`config.mk`:
```
export PLATFORM = sky130hd
export DESIGN_NAME = mcp3202_spi_master
export DESIGN_NICKNAME = d
export VERILOG_FILES = /design/src/rtl/mcp3202_pkg.sv /design/src/rtl/mcp3202_spi_master_spi_clk_gen.sv /design/src/rtl/mcp3202_spi_master.sv
export SDC_FILE = /design/constraint.sdc
export NUM_CORES = 1
export LEC_CHECK = 0
export ABC_AREA = 1
export CORE_UTILIZATION = 42
export CTS_BUF_LIST = sky130_fd_sc_hd__clkbuf_8
export CTS_CLUSTER_DIAMETER = 40
export DETAILED_ROUTE_END_ITERATION = 16
export SETUP_SLACK_MARGIN = 0.1
export SLEW_MARGIN = 10
export SYNTH_ARGS = -nofsm -noshare
export SYNTH_HDL_FRONTEND = slang
export SYNTH_SLANG_ARGS = --single-unit
```
`constraint.sdc`:
```
create_clock -name clk -period 3.5 [get_ports clk]
set_input_delay 0.525 -clock clk [delete_from_list [all_inputs] [get_ports clk]]
set_output_delay 0.525 -clock clk [all_outputs]
set_load 0.005 [all_outputs]
```
`src/rtl/mcp3202_pkg.sv`:
```
// rtl/mcp3202_pkg.sv - shared types and frame constants for the MCP3202 SPI master
package mcp3202_pkg;

    typedef enum logic [1:0] {
        IDLE,
        CS_SETUP,
        XFER,
        CS_HOLD
    } state_t;

    localparam int ADC_BITS  = 12;
    localparam int N_CLK_MSB = 18;
    localparam int N_CLK_LSB = 29;

    // Rising-edge indices within a frame
    localparam int START_R = 0;
    localparam int SGL_R   = 1;
    localparam int ODD_R   = 2;
    localparam int MSBF_R  = 3;
    localparam int NULL_R  = 5;
    localparam int B11_R   = 6;
    localparam int B0_R    = 17;

    // MOSI value driven on rising edge idx: start bit, then the three config bits, then zeros
    function automatic logic mosi_bit(
        input logic [4:0] idx,
        input logic       sgl_diff,
        input logic       odd_sign,
        input logic       msbf
    );
        logic b;
        b = 1'b0;
        if (idx == 5'(START_R)) b = 1'b1;
        if (idx == 5'(SGL_R))   b = sgl_diff;
        if (idx == 5'(ODD_R))   b = odd_sign;
        if (idx == 5'(MSBF_R))  b = msbf;
        return b;
    endfunction

endpackage

```
`src/rtl/mcp3202_spi_master_spi_clk_gen.sv`:
```
// rtl/mcp3202_spi_master_spi_clk_gen.sv - enabled half-period divider producing spi_clk and edge strobes
module spi_clk_gen #(
    parameter int CLK_DIV = 4
) (
    input  logic clk,
    input  logic rst,
    input  logic en,
    output logic spi_clk,
    output logic rise_stb,
    output logic fall_stb
);

    localparam int CW = (CLK_DIV > 2) ? $clog2(CLK_DIV) : 1;
    localparam logic [CW-1:0] LAST = CW'(CLK_DIV - 1);

    logic [CW-1:0] cnt;
    logic          tick;

    assign tick     = en && (cnt == LAST);
    // Strobes mark the clk cycle whose closing edge makes the toggle
    assign rise_stb = tick && !spi_clk;
    assign fall_stb = tick && spi_clk;

    always_ff @(posedge clk or posedge rst) begin
        if (rst) begin
            cnt     <= '0;
            spi_clk <= 1'b0;
        end else if (!en) begin
            cnt     <= '0;
            spi_clk <= 1'b0;
        end else if (tick) begin
            cnt     <= '0;
            spi_clk <= !spi_clk;
        end else begin
            cnt     <= cnt + 1'b1;
        end
    end

endmodule

```
`src/rtl/mcp3202_spi_master.sv`:
```
// rtl/mcp3202_spi_master.sv - MCP3202 conversion-frame controller with LSB-first tail check
module mcp3202_spi_master
    import mcp3202_pkg::*;
#(
    parameter int CLK_DIV     = 4,
    parameter int CS_HIGH_CYC = 8
) (
    input  logic                clk,
    input  logic                rst,
    input  logic                start,
    input  logic                sgl_diff,
    input  logic                odd_sign,
    input  logic                msbf,
    output logic                busy,
    output logic [ADC_BITS-1:0] adc_data,
    output logic                data_valid,
    output logic                lsb_err,
    output logic                spi_clk,
    output logic                cs,
    output logic                din,
    input  logic                dout
);

    localparam int HW = (CS_HIGH_CYC > 1) ? $clog2(CS_HIGH_CYC) : 1;

    state_t state, next_state;

    logic                gen_en;
    logic                rise_stb;
    logic                fall_stb;
    logic                accept;
    logic                sgl_q, odd_q, msbf_q;
    logic [4:0]          edge_cnt;
    logic [4:0]          last_edge;
    logic [ADC_BITS-1:0] shift;
    logic [3:0]          tail_idx;
    logic                err_q;
    logic                done_q;
    logic [HW-1:0]       hold_cnt;

    assign gen_en    = (state == CS_SETUP) || (state == XFER);
    assign accept    = (state == IDLE) && start;
    assign busy      = (state != IDLE);
    assign last_edge = msbf_q ? 5'(N_CLK_MSB - 1) : 5'(N_CLK_LSB - 1);
    // r18..r28 carry B1..B11, so the stored-word index is edge - 17
    assign tail_idx  = 4'(edge_cnt - 5'(B0_R));

    spi_clk_gen #(
        .CLK_DIV (CLK_DIV)
    ) u_clk_gen (
        .clk      (clk),
        .rst      (rst),
        .en       (gen_en),
        .spi_clk  (spi_clk),
        .rise_stb (rise_stb),
        .fall_stb (fall_stb)
    );

    always_ff @(posedge clk or posedge rst) begin
        if (rst) state <= IDLE;
        else     state <= next_state;
    end

    always_comb begin
        next_state = state;
        case (state)
            IDLE:     if (start)    next_state = CS_SETUP;
            CS_SETUP: if (rise_stb) next_state = XFER;
            XFER:     if (done_q)   next_state = CS_HOLD;
            CS_HOLD:  if (hold_cnt == HW'(CS_HIGH_CYC - 1)) next_state = IDLE;
            default:                next_state = IDLE;
        endcase
    end

    always_ff @(posedge clk or posedge rst) begin
        if (rst) begin
            cs       <= 1'b1;
            hold_cnt <= '0;
        end else begin
            cs       <= !((next_state == CS_SETUP) || (next_state == XFER));
            hold_cnt <= (state == CS_HOLD) ? hold_cnt + 1'b1 : '0;
        end
    end

    always_ff @(posedge clk or posedge rst) begin
        if (rst) begin
            sgl_q    <= 1'b0;
            odd_q    <= 1'b0;
            msbf_q   <= 1'b1;
            edge_cnt <= '0;
            shift    <= '0;
            err_q    <= 1'b0;
            done_q   <= 1'b0;
            din      <= 1'b0;
        end else if (accept) begin
            sgl_q    <= sgl_diff;
            odd_q    <= odd_sign;
            msbf_q   <= msbf;
            edge_cnt <= '0;
            shift    <= '0;
            err_q    <= 1'b0;
            done_q   <= 1'b0;
        end else begin
            if (rise_stb) begin
                din <= mosi_bit(edge_cnt, sgl_q, odd_q, msbf_q);
                // dout is sampled before the toggle; the ADC moved it on the previous falling edge
                if (edge_cnt >= 5'(B11_R) && edge_cnt <= 5'(B0_R)) begin
                    shift <= {shift[ADC_BITS-2:0], dout};
                end else if (!msbf_q && edge_cnt > 5'(B0_R) && dout != shift[tail_idx]) begin
                    err_q <= 1'b1;
                end
            end
            if (fall_stb) begin
                if (edge_cnt == last_edge) done_q <= 1'b1;
                else                       edge_cnt <= edge_cnt + 1'b1;
            end
        end
    end

    always_ff @(posedge clk or posedge rst) begin
        if (rst) begin
            data_valid <= 1'b0;
            adc_data   <= '0;
            lsb_err    <= 1'b0;
        end else begin
            data_valid <= 1'b0;
            if (state == XFER && done_q) begin
                data_valid <= 1'b1;
                adc_data   <= shift;
                lsb_err    <= err_q;
            end
        end
    end

endmodule

```
==> run summary <==
CP Max Fanout -> 13
vias per cell -> 4.88
Mapped Area -> 0.00238 mm²
main area contributors after synthesis -> dfrtp_1, nand2_1, nand3_1
leakage -> 0.00135 µW
measured slew at the worst slew-check pin -> 947 ps
Max Cap Viol -> 0
commonest non-fill, non-tap cells in the layout -> nand2_1, dfrtp_1, nand3_1
gr usage total -> 0.170
ant diodes -> 0
Num Clock Sinks -> 46
Clock transition at path regs -> 80 ps
Detail Route Antenna Nets -> 0
Worst Path Class, Setup -> register to register
max incr delay on CP -> 640 ps
Internal -> 1240 µW
Sw Pwr -> 743 µW
Hold-fix buffers, CTS -> 0
Logic pwr share -> 0.367
Clock Path Buffers -> 2
Post-Route WL -> 4.46 mm
# fillers -> 545
Unique masters post-synth -> 29
ratio of cells with drive above 1 in the final layout -> 0.0933
RePlAce Congestion -> 0.838
Final Hold Viols -> 0
DR iter-0 viols -> 96
Pins Over Slew Limit -> 0
number of detailed-route iterations in the first pass -> 4
Hold WS -> 435 ps
full die area -> 0.00598 mm²
number of H-tree levels -> 2
Worst setup EP type -> register
DRC viols -> 0
num ports -> 25
first-pass GRT wire length -> 8.02 mm
sequential share of power -> 0.393
input/output buffers -> 24
switch share -> 0.374
root buffer cell -> clkbuf_8
status -> completed
cell area power density -> 717 mW/mm²
GR Overflow Total -> 0
final setup vio count -> 0
core footprint -> 0.00547 mm²
CTS Buf Count -> 5
area leader, netlist -> dfrtp_1
Clk Latency, worst-skew pair -> 290 ps
Hold Path Class -> register to register
Yosys top cell area share -> 0.462
post-DP HPWL -> 3.11 mm
Worst Skew -> 5.68 ps
largest net degree at the start of global routing -> 47
Warnings, synthesis -> 0
RSZ-0062 raised after global routing -> false
Nets -> 319
Final min period -> 2150 ps
Reg2Reg Depth -> 10
period utilization -> 0.613
hold depth -> 1
register area share after synthesis -> 0.484
CP startpoint kind -> register
Yosys reg bits -> 46
synth-to-layout area growth -> 16.2%
Clk network pwr share -> 0.240
critical path data required time -> 3690 ps
initial antenna violation count -> 0
Mapped Cells -> 277
highest-delay cell along the critical path -> dfrtp_1
Avg WL per Cell -> 12.0 µm
die height -> 77.3 µm
VDD IR max -> 0.318 mV
CP arrival -> 2330 ps
worst-path cell chain -> inv_1, ha_1, inv_1, nand3_1, nand3_1, nand3_1, nand2_1, nand2_1, nand3_1, nand2_1
vias in the first global route -> 1718
via count -> 1814
Post-CTS Resized -> 0
Final Power -> 1990 µW
Syn Nets -> 297
Mean Syn Cell Area -> 8.60 µm²
Worst path most repeated cell -> nand3_1
Die W -> 77.3 µm
CTS tree -> yes
Cell Rows -> 27
most common cell after layout, fill and taps aside -> nand2_1
number of setup buffers added after CTS -> 0
Max Clk Rate -> 0.466 GHz
Initial Util -> 0.436
Final TNS setup -> 0 ps
Worst slew margin -> 0.368
-- worst paths after layout --
| kind | end | start | slack, ps |
|---|---|---|---|
| worst max-delay path | err_q$_DFFE_PP0P_ | edge_cnt[0]$_DFFE_PP0P_ | 1350 |
| worst min-delay path | u_clk_gen.cnt[0]$_DFF_PP0_ | u_clk_gen.cnt[0]$_DFF_PP0_ | 430 |
| worst max register to register | err_q$_DFFE_PP0P_ | edge_cnt[0]$_DFFE_PP0P_ | 1350 |
| worst min register to register | u_clk_gen.cnt[0]$_DFF_PP0_ | u_clk_gen.cnt[0]$_DFF_PP0_ | 430 |
| max in group asynchronous | din$_DFFE_PP0P_ | rst | 2150 |
| min in group asynchronous | shift[8]$_DFFE_PP0P_ | rst | 760 |
-- per-layer routing --
layer,track usage,vias up,wire (µm)
met4,0.0717,0,82
met5,0,-,0
met1,0.227,840,2230
met2,0.265,34,1990
met3,0.0388,8,158
li1,-,932,-
-- layout make-up --
class	instances	area [µm²]	area share
Inverter	35	131	0.0474
Multi-Input combinational cell	187	1010	0.365
Sequential cell	46	1150	0.416
Clock buffer	6	82.6	0.0298
Clock inverter	2	60.1	0.0217
Timing Repair Buffer	24	240	0.0867
Tap cell	72	90.1	0.0325
-- cells by family after synthesis --
| logic type | synth area share |
|---|---|
| XOR/XNOR | 0.0110 |
| AO/OA/AOI/OAI | 0.0892 |
| adder cells (fa/ha/maj) | 0.0682 |
| AND/OR/NAND/NOR | 0.252 |
| buffers and inverters | 0.0913 |
| flip-flops | 0.484 |
| multiplexers | 0.00420 |
-- Yosys cell counts (all sizes together) --
cell,number
nand2,80
dfrtp,44
nand3,37
inv,35
o21ai,31
nor2,14
ha,13
buf,7
xor2,3
clkbuf,2
dfstp,2
nor3,2
a2111oi,1
a21oi,1
mux2i,1
nand3b,1
nand4,1
o211ai,1
o22ai,1
-- flip-flops by register name (all words and copies together), names as in the netlist --
name and cells:
adc_data 12, cs 1, data_valid 1, din 1
done_q 1, edge_cnt 5, err_q 1, hold_cnt 3
lsb_err 1, msbf_q 1, odd_q 1, sgl_q 1
shift 12, state 2, u_clk_gen.cnt 2, u_clk_gen.spi_clk 1
-- critical path: cells and delay by family, from the launching register on --
kind / cells / cell delay [ps]
adder cells (fa/ha/maj): 1 / 450
flip-flops: 1 / 640
AND/OR/NAND/NOR: 7 / 480
buffers and inverters: 2 / 460
-- through the flow --
step | util | setup WS (ps) | instance area (µm²) | cells
floorplan | - | 1820 | 2380 | 277
global placement | 0.480 | 1180 | 2630 | 364
detailed placement | 0.480 | 1140 | 2630 | 364
CTS | 0.506 | 1320 | 2770 | 372
global route | 0.506 | 1030 | 2770 | 372
finish | 0.506 | 1350 | 2770 | 372
-- power groups by stage --
stage	clock (µW)	sequential (µW)	combinational, µW
after detailed placement	0	792	731
final	478	780	729
after global routing	518	799	860
after global placement	0	790	723
after CTS	496	781	736
after floorplan	0	744	650
Note: power is estimated with default switching activity, not from simulation.
